<file path="config.mk">
export PLATFORM = sky130hd
export DESIGN_NAME = up_pwm_multi
export DESIGN_NICKNAME = d
export VERILOG_FILES = /design/src/rtl/up_pwm_multi.sv
export SDC_FILE = /design/constraint.sdc
export NUM_CORES = 1
export LEC_CHECK = 0
export ABC_AREA = 1
export ABC_CLOCK_PERIOD_IN_PS = 5800
export BUFFER_PORTS_ARGS = -buffer_cell sky130_fd_sc_hd__buf_2
export CORE_UTILIZATION = 45
export CTS_BUF_LIST = sky130_fd_sc_hd__clkbuf_4
export DETAILED_ROUTE_END_ITERATION = 10
export GPL_TIMING_DRIVEN = 1
export PLACE_DENSITY = 0.68
export SYNTH_ARGS = -nofsm -noshare
export SYNTH_HDL_FRONTEND = slang
export SYNTH_SLANG_ARGS = --single-unit
</file>
<file path="constraint.sdc">
create_clock -name up_clk -period 5.8 [get_ports up_clk]
set_clock_uncertainty 0.15 [all_clocks]
set_input_delay 0.87 -clock up_clk [delete_from_list [all_inputs] [get_ports up_clk]]
set_output_delay 0.87 -clock up_clk [all_outputs]
set_load 0.005 [all_outputs]
</file>
<file path="src/rtl/up_pwm_multi.sv">
// up_pwm_multi: register-programmable multi-channel PWM generator.
//
// A single free-running counter (cnt) shared by all channels sweeps
// 0..PERIOD. Each channel compares its phase-shifted position against its
// own duty value. PERIOD/DUTY/PHASE are written into shadow registers and
// copied to the active set atomically, either at a period end (running) or
// on the cycle after the load request (stopped), so outputs never glitch.
//
// Register map (word offsets from ADDR_BASE, 64-word window):
//   0x00 VERSION (RO)   0x01 CONTROL {load, enable}   0x02 PERIOD
//   0x10+n DUTY[n]      0x20+n PHASE[n]
//
// Ports:
//   up_clk, up_rstn           clock, asynchronous active-low reset
//   up_wreq/up_waddr/up_wdata write request, up_wack one cycle later
//   up_rreq/up_raddr          read request, up_rack/up_rdata one cycle later
//   pwm_out[CHANNELS-1:0]     registered PWM outputs
module up_pwm_multi #(
  parameter int unsigned CHANNELS   = 4,
  parameter int unsigned DATA_WIDTH = 12,
  parameter logic [13:0] ADDR_BASE  = 14'h0000
) (
  input  logic                up_clk,
  input  logic                up_rstn,
  input  logic                up_wreq,
  input  logic [13:0]         up_waddr,
  input  logic [31:0]         up_wdata,
  output logic                up_wack,
  input  logic                up_rreq,
  input  logic [13:0]         up_raddr,
  output logic [31:0]         up_rdata,
  output logic                up_rack,
  output logic [CHANNELS-1:0] pwm_out
);

  localparam logic [31:0]         VERSION = 32'h0001_0000;
  localparam logic [DATA_WIDTH:0] ONE     = 1;

  logic [13:0] woff;
  logic [13:0] roff;
  logic        w_in;
  logic        r_in;

  assign woff = up_waddr - ADDR_BASE;
  assign roff = up_raddr - ADDR_BASE;
  assign w_in = (woff[13:6] == 8'd0);
  assign r_in = (roff[13:6] == 8'd0);

  logic                  enable;
  logic                  load_pend;
  logic [DATA_WIDTH-1:0] cnt;
  logic [DATA_WIDTH-1:0] period_sh;
  logic [DATA_WIDTH-1:0] period_act;
  logic [DATA_WIDTH-1:0] duty_sh   [CHANNELS];
  logic [DATA_WIDTH-1:0] duty_act  [CHANNELS];
  logic [DATA_WIDTH-1:0] phase_sh  [CHANNELS];
  logic [DATA_WIDTH-1:0] phase_act [CHANNELS];

  // Write decode
  logic                wr_ctrl;
  logic                wr_period;
  logic [CHANNELS-1:0] wr_duty;
  logic [CHANNELS-1:0] wr_phase;
  logic                load_wr;
  logic                period_end;
  logic                load_now;

  always_comb begin
    wr_ctrl   = up_wreq && w_in && (woff[5:0] == 6'h01);
    wr_period = up_wreq && w_in && (woff[5:0] == 6'h02);
    wr_duty   = '0;
    wr_phase  = '0;
    for (int unsigned i = 0; i < CHANNELS; i++) begin
      wr_duty[i]  = up_wreq && w_in && (woff[5:0] == (6'h10 + 6'(i)));
      wr_phase[i] = up_wreq && w_in && (woff[5:0] == (6'h20 + 6'(i)));
    end
  end

  // A load request arriving exactly at a period end is honoured at that
  // same edge instead of waiting a full extra period.
  assign load_wr    = wr_ctrl && up_wdata[1];
  assign period_end = enable && (cnt == period_act);
  assign load_now   = (period_end && (load_pend || load_wr)) || (!enable && load_pend);

  // Read mux
  logic [31:0] rd_mux;

  always_comb begin
    rd_mux = '0;
    case (roff[5:0])
      6'h00: rd_mux = VERSION;
      6'h01: rd_mux = {30'd0, load_pend, enable};
      6'h02: rd_mux = 32'(period_sh);
      default: begin
        for (int unsigned i = 0; i < CHANNELS; i++) begin
          if (roff[5:0] == (6'h10 + 6'(i))) rd_mux = 32'(duty_sh[i]);
          if (roff[5:0] == (6'h20 + 6'(i))) rd_mux = 32'(phase_sh[i]);
        end
      end
    endcase
  end

  // Per-channel position within the period, shifted by phase. One extra
  // bit keeps the wrapped branch free of overflow. Phase beyond the
  // period has no position in the sweep, so that channel stays low.
  logic [DATA_WIDTH:0] pos [CHANNELS];
  logic [CHANNELS-1:0] pwm_next;

  always_comb begin
    pwm_next = '0;
    for (int unsigned i = 0; i < CHANNELS; i++) begin
      pos[i] = '0;
      if (cnt >= phase_act[i])
        pos[i] = {1'b0, cnt} - {1'b0, phase_act[i]};
      else
        pos[i] = {1'b0, cnt} + {1'b0, period_act} + ONE - {1'b0, phase_act[i]};
      pwm_next[i] = enable && (phase_act[i] <= period_act) &&
                    (pos[i] < {1'b0, duty_act[i]});
    end
  end

  // Bus acknowledge and read data
  always_ff @(posedge up_clk or negedge up_rstn) begin
    if (!up_rstn) begin
      up_wack  <= 1'b0;
      up_rack  <= 1'b0;
      up_rdata <= '0;
    end else begin
      up_wack  <= up_wreq && w_in;
      up_rack  <= up_rreq && r_in;
      up_rdata <= (up_rreq && r_in) ? rd_mux : '0;
    end
  end

  // Control, counter and output
  always_ff @(posedge up_clk or negedge up_rstn) begin
    if (!up_rstn) begin
      enable    <= 1'b0;
      load_pend <= 1'b0;
      cnt       <= '0;
      pwm_out   <= '0;
    end else begin
      if (wr_ctrl) enable <= up_wdata[0];

      if (load_now)     load_pend <= 1'b0;
      else if (load_wr) load_pend <= 1'b1;

      if (!enable || period_end) cnt <= '0;
      else                       cnt <= cnt + 1'b1;

      pwm_out <= pwm_next;
    end
  end

  // Shadow and active register sets
  always_ff @(posedge up_clk or negedge up_rstn) begin
    if (!up_rstn) begin
      period_sh  <= '0;
      period_act <= '0;
      for (int unsigned i = 0; i < CHANNELS; i++) begin
        duty_sh[i]   <= '0;
        duty_act[i]  <= '0;
        phase_sh[i]  <= '0;
        phase_act[i] <= '0;
      end
    end else begin
      if (load_now) begin
        period_act <= period_sh;
        for (int unsigned i = 0; i < CHANNELS; i++) begin
          duty_act[i]  <= duty_sh[i];
          phase_act[i] <= phase_sh[i];
        end
      end
      if (wr_period) period_sh <= up_wdata[DATA_WIDTH-1:0];
      for (int unsigned i = 0; i < CHANNELS; i++) begin
        if (wr_duty[i])  duty_sh[i]  <= up_wdata[DATA_WIDTH-1:0];
        if (wr_phase[i]) phase_sh[i] <= up_wdata[DATA_WIDTH-1:0];
      end
    end
  end

endmodule

</file>
# Yosys cells after proc, flatten, opt, wreduce, memory -nomap -nowiden
# Index checks and enable logic that the tools add are counted.
[word_totals]
register_bits = 268
latchBits = 0
ram_bits = 0
mem_bits_ro = 0
in_bits = 64
output_inout_bits = 38
memories = 0
[op_classes]
n_addsub = 11
n_mul = 0
n_div = 0
n_lt_le_gt_ge = 12
n_eq_ne = 21
shifts = 0
muxes = 17
bitwise_logic = 0
reduce_logical = 32
[ops]
columns = ["cell", "count"]
rows = [
  ["2-to-1 mux 32 bit", 8],
  ["case mux 32 bit (3 select lines)", 1],
  ["less-than comparator 13 x 12 -> 1 bit", 4],
  ["2-to-1 mux 13 bit", 4],
  ["subtractor 12 x 12 -> 13 bit", 4],
  ["subtractor 13 x 12 -> 13 bit", 4],
  ["== test 6 x 5 -> 1 bit (second input constant)", 8],
  ["== test 6 bit (second input constant)", 8],
  [">= comparator 12 bit", 4],
  ["less-or-equal comparator 12 bit", 4],
  ["logical AND 1 bit", 24],
  ["2-to-1 mux 12 bit", 2],
  ["zero test 8 bit", 2],
  ["adder 12 x 12 -> 13 bit", 1],
  ["adder 13 x 1 -> 13 bit (second input constant)", 1],
  ["adder 12 x 1 -> 12 bit (second input constant)", 1],
  ["== test 12 bit", 1],
  ["== test 6 x 1 -> 1 bit (second input constant)", 2],
  ["== test 6 x 2 -> 1 bit (second input constant)", 2],
  ["zero test 6 bit", 1],
  ["logical OR 1 bit", 3],
  ["2-to-1 mux 1 bit", 2],
  ["nonzero test 2 bit", 1],
  ["zero test 1 bit", 1],
]

# Depth between registers and ports, before layout
[logic_depth]
depth_word = 11
depth_mapped = 30
ltp_nobuf = 30

# Worst setup path after synthesis
# No wires, ideal clock.
[synth_path]
path_kind = "reg2reg"
from = "reg cnt[0]"
to = "reg pwm_out[0]"
arrival_ns = 4.031
t_required_ns = 5.533
path_slack_ns = 1.502
stages_incl_launch_ff = 31
synth_period_minus_slack_ns = 4.298
cell_sequence = "dfrtp_1 > inv_1 > ha_1 > inv_1 > fa_1 > nand3_1 > nand2_1 > a21boi_0 > o21ai_0 > a31oi_1 > xor2_1 > ha_1 > inv_1 > nor3_1 > nand3_1 > nand4_1 > nor2_1 > nor2_1 > nand2_1 > o21ai_0 > inv_1 > ha_1 > nand2_1 > nor3_1 > nand2_1 > o21ai_0 > nand2_1 > inv_1 > nor2_1 > nand2_1 > nor2_1"
[synth_between]
elab_chain_len = 6
elab_cells_between_ends = 8
cone_classes = "4 x add/sub; 2 x order compare; 1 x mux; 1 x reduce/logical"
[synth_rtl]
columns = ["element", "line", "rtl"]
rows = [
  ["from (decl)", "51", "logic [DATA_WIDTH-1:0] cnt;"],
  ["from (signal assigned)", "149", "else cnt <= cnt + 1'b1;"],
  ["adder 12 x 12 -> 13 bit", "116", "pos[i] = {1'b0, cnt} + {1'b0, period_act} + ONE - {1'b0, phase_act[i]};"],
  ["adder 13 x 1 -> 13 bit", "116", ""],
  ["subtractor 13 x 12 -> 13 bit", "116", ""],
  ["2-to-1 mux 13 bit *", "113", "if (cnt >= phase_act[i])"],
  ["less-than comparator 13 x 12 -> 1 bit *", "118", "(pos[i] < {1'b0, duty_act[i]});"],
  ["logical AND 1 bit *", "117", "pwm_next[i] = enable && (phase_act[i] <= period_act) &&"],
  ["named net pwm_next[0]", "107", "logic [CHANNELS-1:0] pwm_next;"],
  ["to (signal assigned)", "151", "pwm_out <= pwm_next;"],
  ["to (decl)", "33", "output logic [CHANNELS-1:0] pwm_out"],
]
# The timed path passes the listed nets; every way through them passes the cells marked *.
# A chain may end at the register's enable or synchronous reset.

# Worst setup path in the final report
[layout_path]
from = "reg period_act[0]"
to = "reg pwm_out[0]"
[layout_between]
elab_chain_len = 6
elab_cells_between_ends = 8
cone_classes = "3 x add/sub; 2 x order compare; 1 x mux; 2 x reduce/logical"
[layout_rtl]
columns = ["element", "line", "rtl"]
rows = [
  ["from (decl)", "53", "logic [DATA_WIDTH-1:0] period_act;"],
  ["from (signal assigned)", "168", "period_act <= period_sh;"],
  ["adder 12 x 12 -> 13 bit", "116", ""],
  ["adder 13 x 1 -> 13 bit", "116", ""],
  ["subtractor 13 x 12 -> 13 bit", "116", ""],
  ["2-to-1 mux 13 bit", "113", ""],
  ["less-than comparator 13 x 12 -> 1 bit", "118", ""],
  ["logical AND 1 bit *", "117", ""],
  ["named net pwm_next[0]", "107", ""],
]
# Marks and branches as above.

==> metrics.cfg <==
[cells_and_area]
fillers = 3944
layoutNonFillerInstCount = 3117
mostFrequentLayoutCells = nand2_1, inv_1, dfrtp_1
layout_commonest_cell = nand2_1
drive_gt1_share_pct = 8.14
regArea_um2 = 6230
multiInputGateArea_um2 = 10700
nNetsFinal = 2823
area_growth_pct = 8.84

[yosys]
synthTopCellsByArea = dfrtp_1, nand2_1, ha_1
synth-xor-area-share_pct = 3.69
synthDistinctLibCells = 46
synth_mux_area_share_pct = 0.821
synth_compound_area_share_pct = 12.5
synth_top_area_share_pct = 34.1
ys_warn_count = 0
avgSynthCellArea_um2 = 7.41
synth_top_family_by_area = simple AND/OR/NAND/NOR gates
synth_top_area_cell = dfrtp_1
synthAdderAreaFrac_pct = 14.7
syn_area_um2 = 18300
synth.ff_latch_count = 249
seq_area_frac_synth_pct = 34.1
synth_cells = 2468
yosys.area_share.simple_pct = 26.3

[floorplanning]
core_area_um2 = 39900
rows = 73
die_y_um = 204
die_area_um2 = 41400
start_util_pct = 45.8
ioPinCount = 102
die_w_um = 204

[cts]
cts_root_buf = clkbuf_4
postCtsSetupBuffers = 0
cts_resized = 0
cts.sinks = 249
max-clock-path-buffers = 3
cts_tree = done
cts.clk_slew.worst_paths_ps = 70
clock_latency_ps = 710
cts.hold.buffers_added = 0
cts-htree-levels = 3
cts_made_buffers = 67

[detailed_routing]
ant_nets = 0
drcViolationCount = 0
vias = 17200
post_drt_wl_per_cell_um = 19.0
firstDrtPassIters = 6
viasPerCell = 5.51
drt_iter0_drc = 1326
routed_wl_um = 59100

[critical_path]
worstSetupPathType = register to register
slowest_delay_ps = 460
cpMostUsedCell = nand2_1
worstPathRequired_ps = 6240
worst-path-buf-inv = 6
cpLargestDelayFamily = simple AND/OR/NAND/NOR gates
end_kind = register
cp_max_fo = 6
arrival_ps = 5440
start_kind = register
slowest_stage = dfrtp_1

[power]
vdd_drop_max_v = 0.000177
leakage_nw = 10.7
power.total_mw = 3.38
cellPowerDensity_nw_per_um2 = 170

[global_routing]
grt.overflow.total = 0
grt_pass1_vias = 16400
grt_use_total_pct = 28.9
grt_pass1_wl_um = 91300
grt_antenna_before_repair = 1
grt_start_max_net_pins = 156

[job]
max_cap_viol_count = 0

[timing]
finalHoldViolCount = 0
finalSetupViolCount = 0
grt_setup_unrepaired = no
worstMarginPinSlew_ps = 1230
setup_tns_ps = 0
worst_hold_slack_ps = 27.8
slew_viol_final = 0
min_period_ps = 5000
max_freq_mhz = 200
slew-limit-headroom_pct = 17.6
fin_crit_sh_pct = 86.2

[placement]
dpl.cell_count = 3005
place_congestion = 0.942
io_buffer_count = 62
hpwl_um = 44600

[outcome]
status = finished, final reports clean

[worst_hold_path]
hp-class = input port to asynchronous set/reset pin

-- Yosys cell counts (all sizes together) --
| library cell | n |
|---|---|
| fa | 9 |
| o31ai | 1 |
| or2 | 12 |
| nand3b | 5 |
| nor3 | 26 |
| and3 | 1 |
| a31oi | 12 |
| nor2 | 121 |
| o22ai | 3 |
| nand4 | 59 |
| clkinv | 2 |
| xor2 | 57 |
| buf | 50 |
| inv | 253 |
| a21o | 11 |
| dfrtp | 249 |
| mux2i | 15 |
| o211ai | 3 |
| a21oi | 147 |
| o2111ai | 1 |
| clkbuf | 44 |
| a211oi | 7 |
| nor4 | 4 |
| o21ai | 210 |
| o21bai | 11 |
| a21boi | 2 |
| nand2 | 716 |
| ha | 201 |
| nand3 | 195 |
| and2 | 3 |
| o21a | 15 |
| xnor2 | 20 |
| nor3b | 1 |
| conb | 1 |
| o21ba | 1 |
-- cell type report --
class | instances | share of cell area (%)
Timing Repair Buffer | 88 | 2.65
Inverter | 255 | 4.81
Sequential cell | 249 | 31.3
Clock inverter | 17 | 0.553
Tap cell | 525 | 3.30
Clock buffer | 94 | 3.55
Multi-Input combinational cell | 1888 | 53.8
Antenna cell | 1 | 0.0126
-- power breakdown --
part | internal (mW) | switching, mW
registers | 1.74 | 0.000884
logic | 0.0194 | 0.0805
clock network | 0.793 | 0.751
-- logic make-up after synthesis --
group | count (synthesis)
adder cells (fa/ha/maj) | 210
multiplexers | 15
other | 1
AND/OR/NAND/NOR | 1143
flip-flops | 249
XOR/XNOR | 77
AO/OA/AOI/OAI | 424
buffers and inverters | 349
-- routing by layer --
| metal | wire length (um) | GRT usage, % | part of all wire [%] | vias up |
|---|---|---|---|---|
| li1 | - | - | - | 8363 |
| met5 | 0 | 0 | 0 | - |
| met1 | 26800 | 39.8 | 45 | 8051 |
| met3 | 3740 | 3.74 | 6.3 | 112 |
| met2 | 25800 | 44.8 | 44 | 634 |
| met4 | 2740 | 13.8 | 4.6 | 0 |
-- path summary, 6_finish.rpt --
check | endpoint | slack, ps | from | depth (start not counted)
setup / recovery | pwm_out[0] | 800 | period_act[0] | 31
hold / removal | duty_sh[29] | 30 | up_rstn | 1
setup reg to reg | pwm_out[0] | 800 | period_act[0] | 31
hold reg to reg | duty_act[37] | 320 | duty_act[37] | 2
max in group asynchronous | pwm_out[2] | 4110 | up_rstn | 2
min in group up_clk | up_rdata[16] | 220 | up_raddr[5] | 2
-- metrics by stage --
| step | instance area [um^2] | setup slack [ps] | utilization (%) |
|---|---|---|---|
| floorplan | 18300 | 1500 | - |
| global placement | 19100 | 862 | 47.8 |
| detailed placement | 19100 | 828 | 47.8 |
| global route | 19900 | 393 | 49.9 |
| finish | 19900 | 802 | 49.9 |
| CTS | 19900 | 822 | 49.8 |
-- registers in the layout, summed over array words and instances (netlist names) --
name and cells:
phase_sh 48, up_rdata 13, load_pend 1, up_wack 1, cnt 12, pwm_out 4, up_rack 1, enable 1
phase_act 48, period_act 12, period_sh 12, duty_sh 48, duty_act 48
No activity file was read; power rests on OpenSTA's default activity.
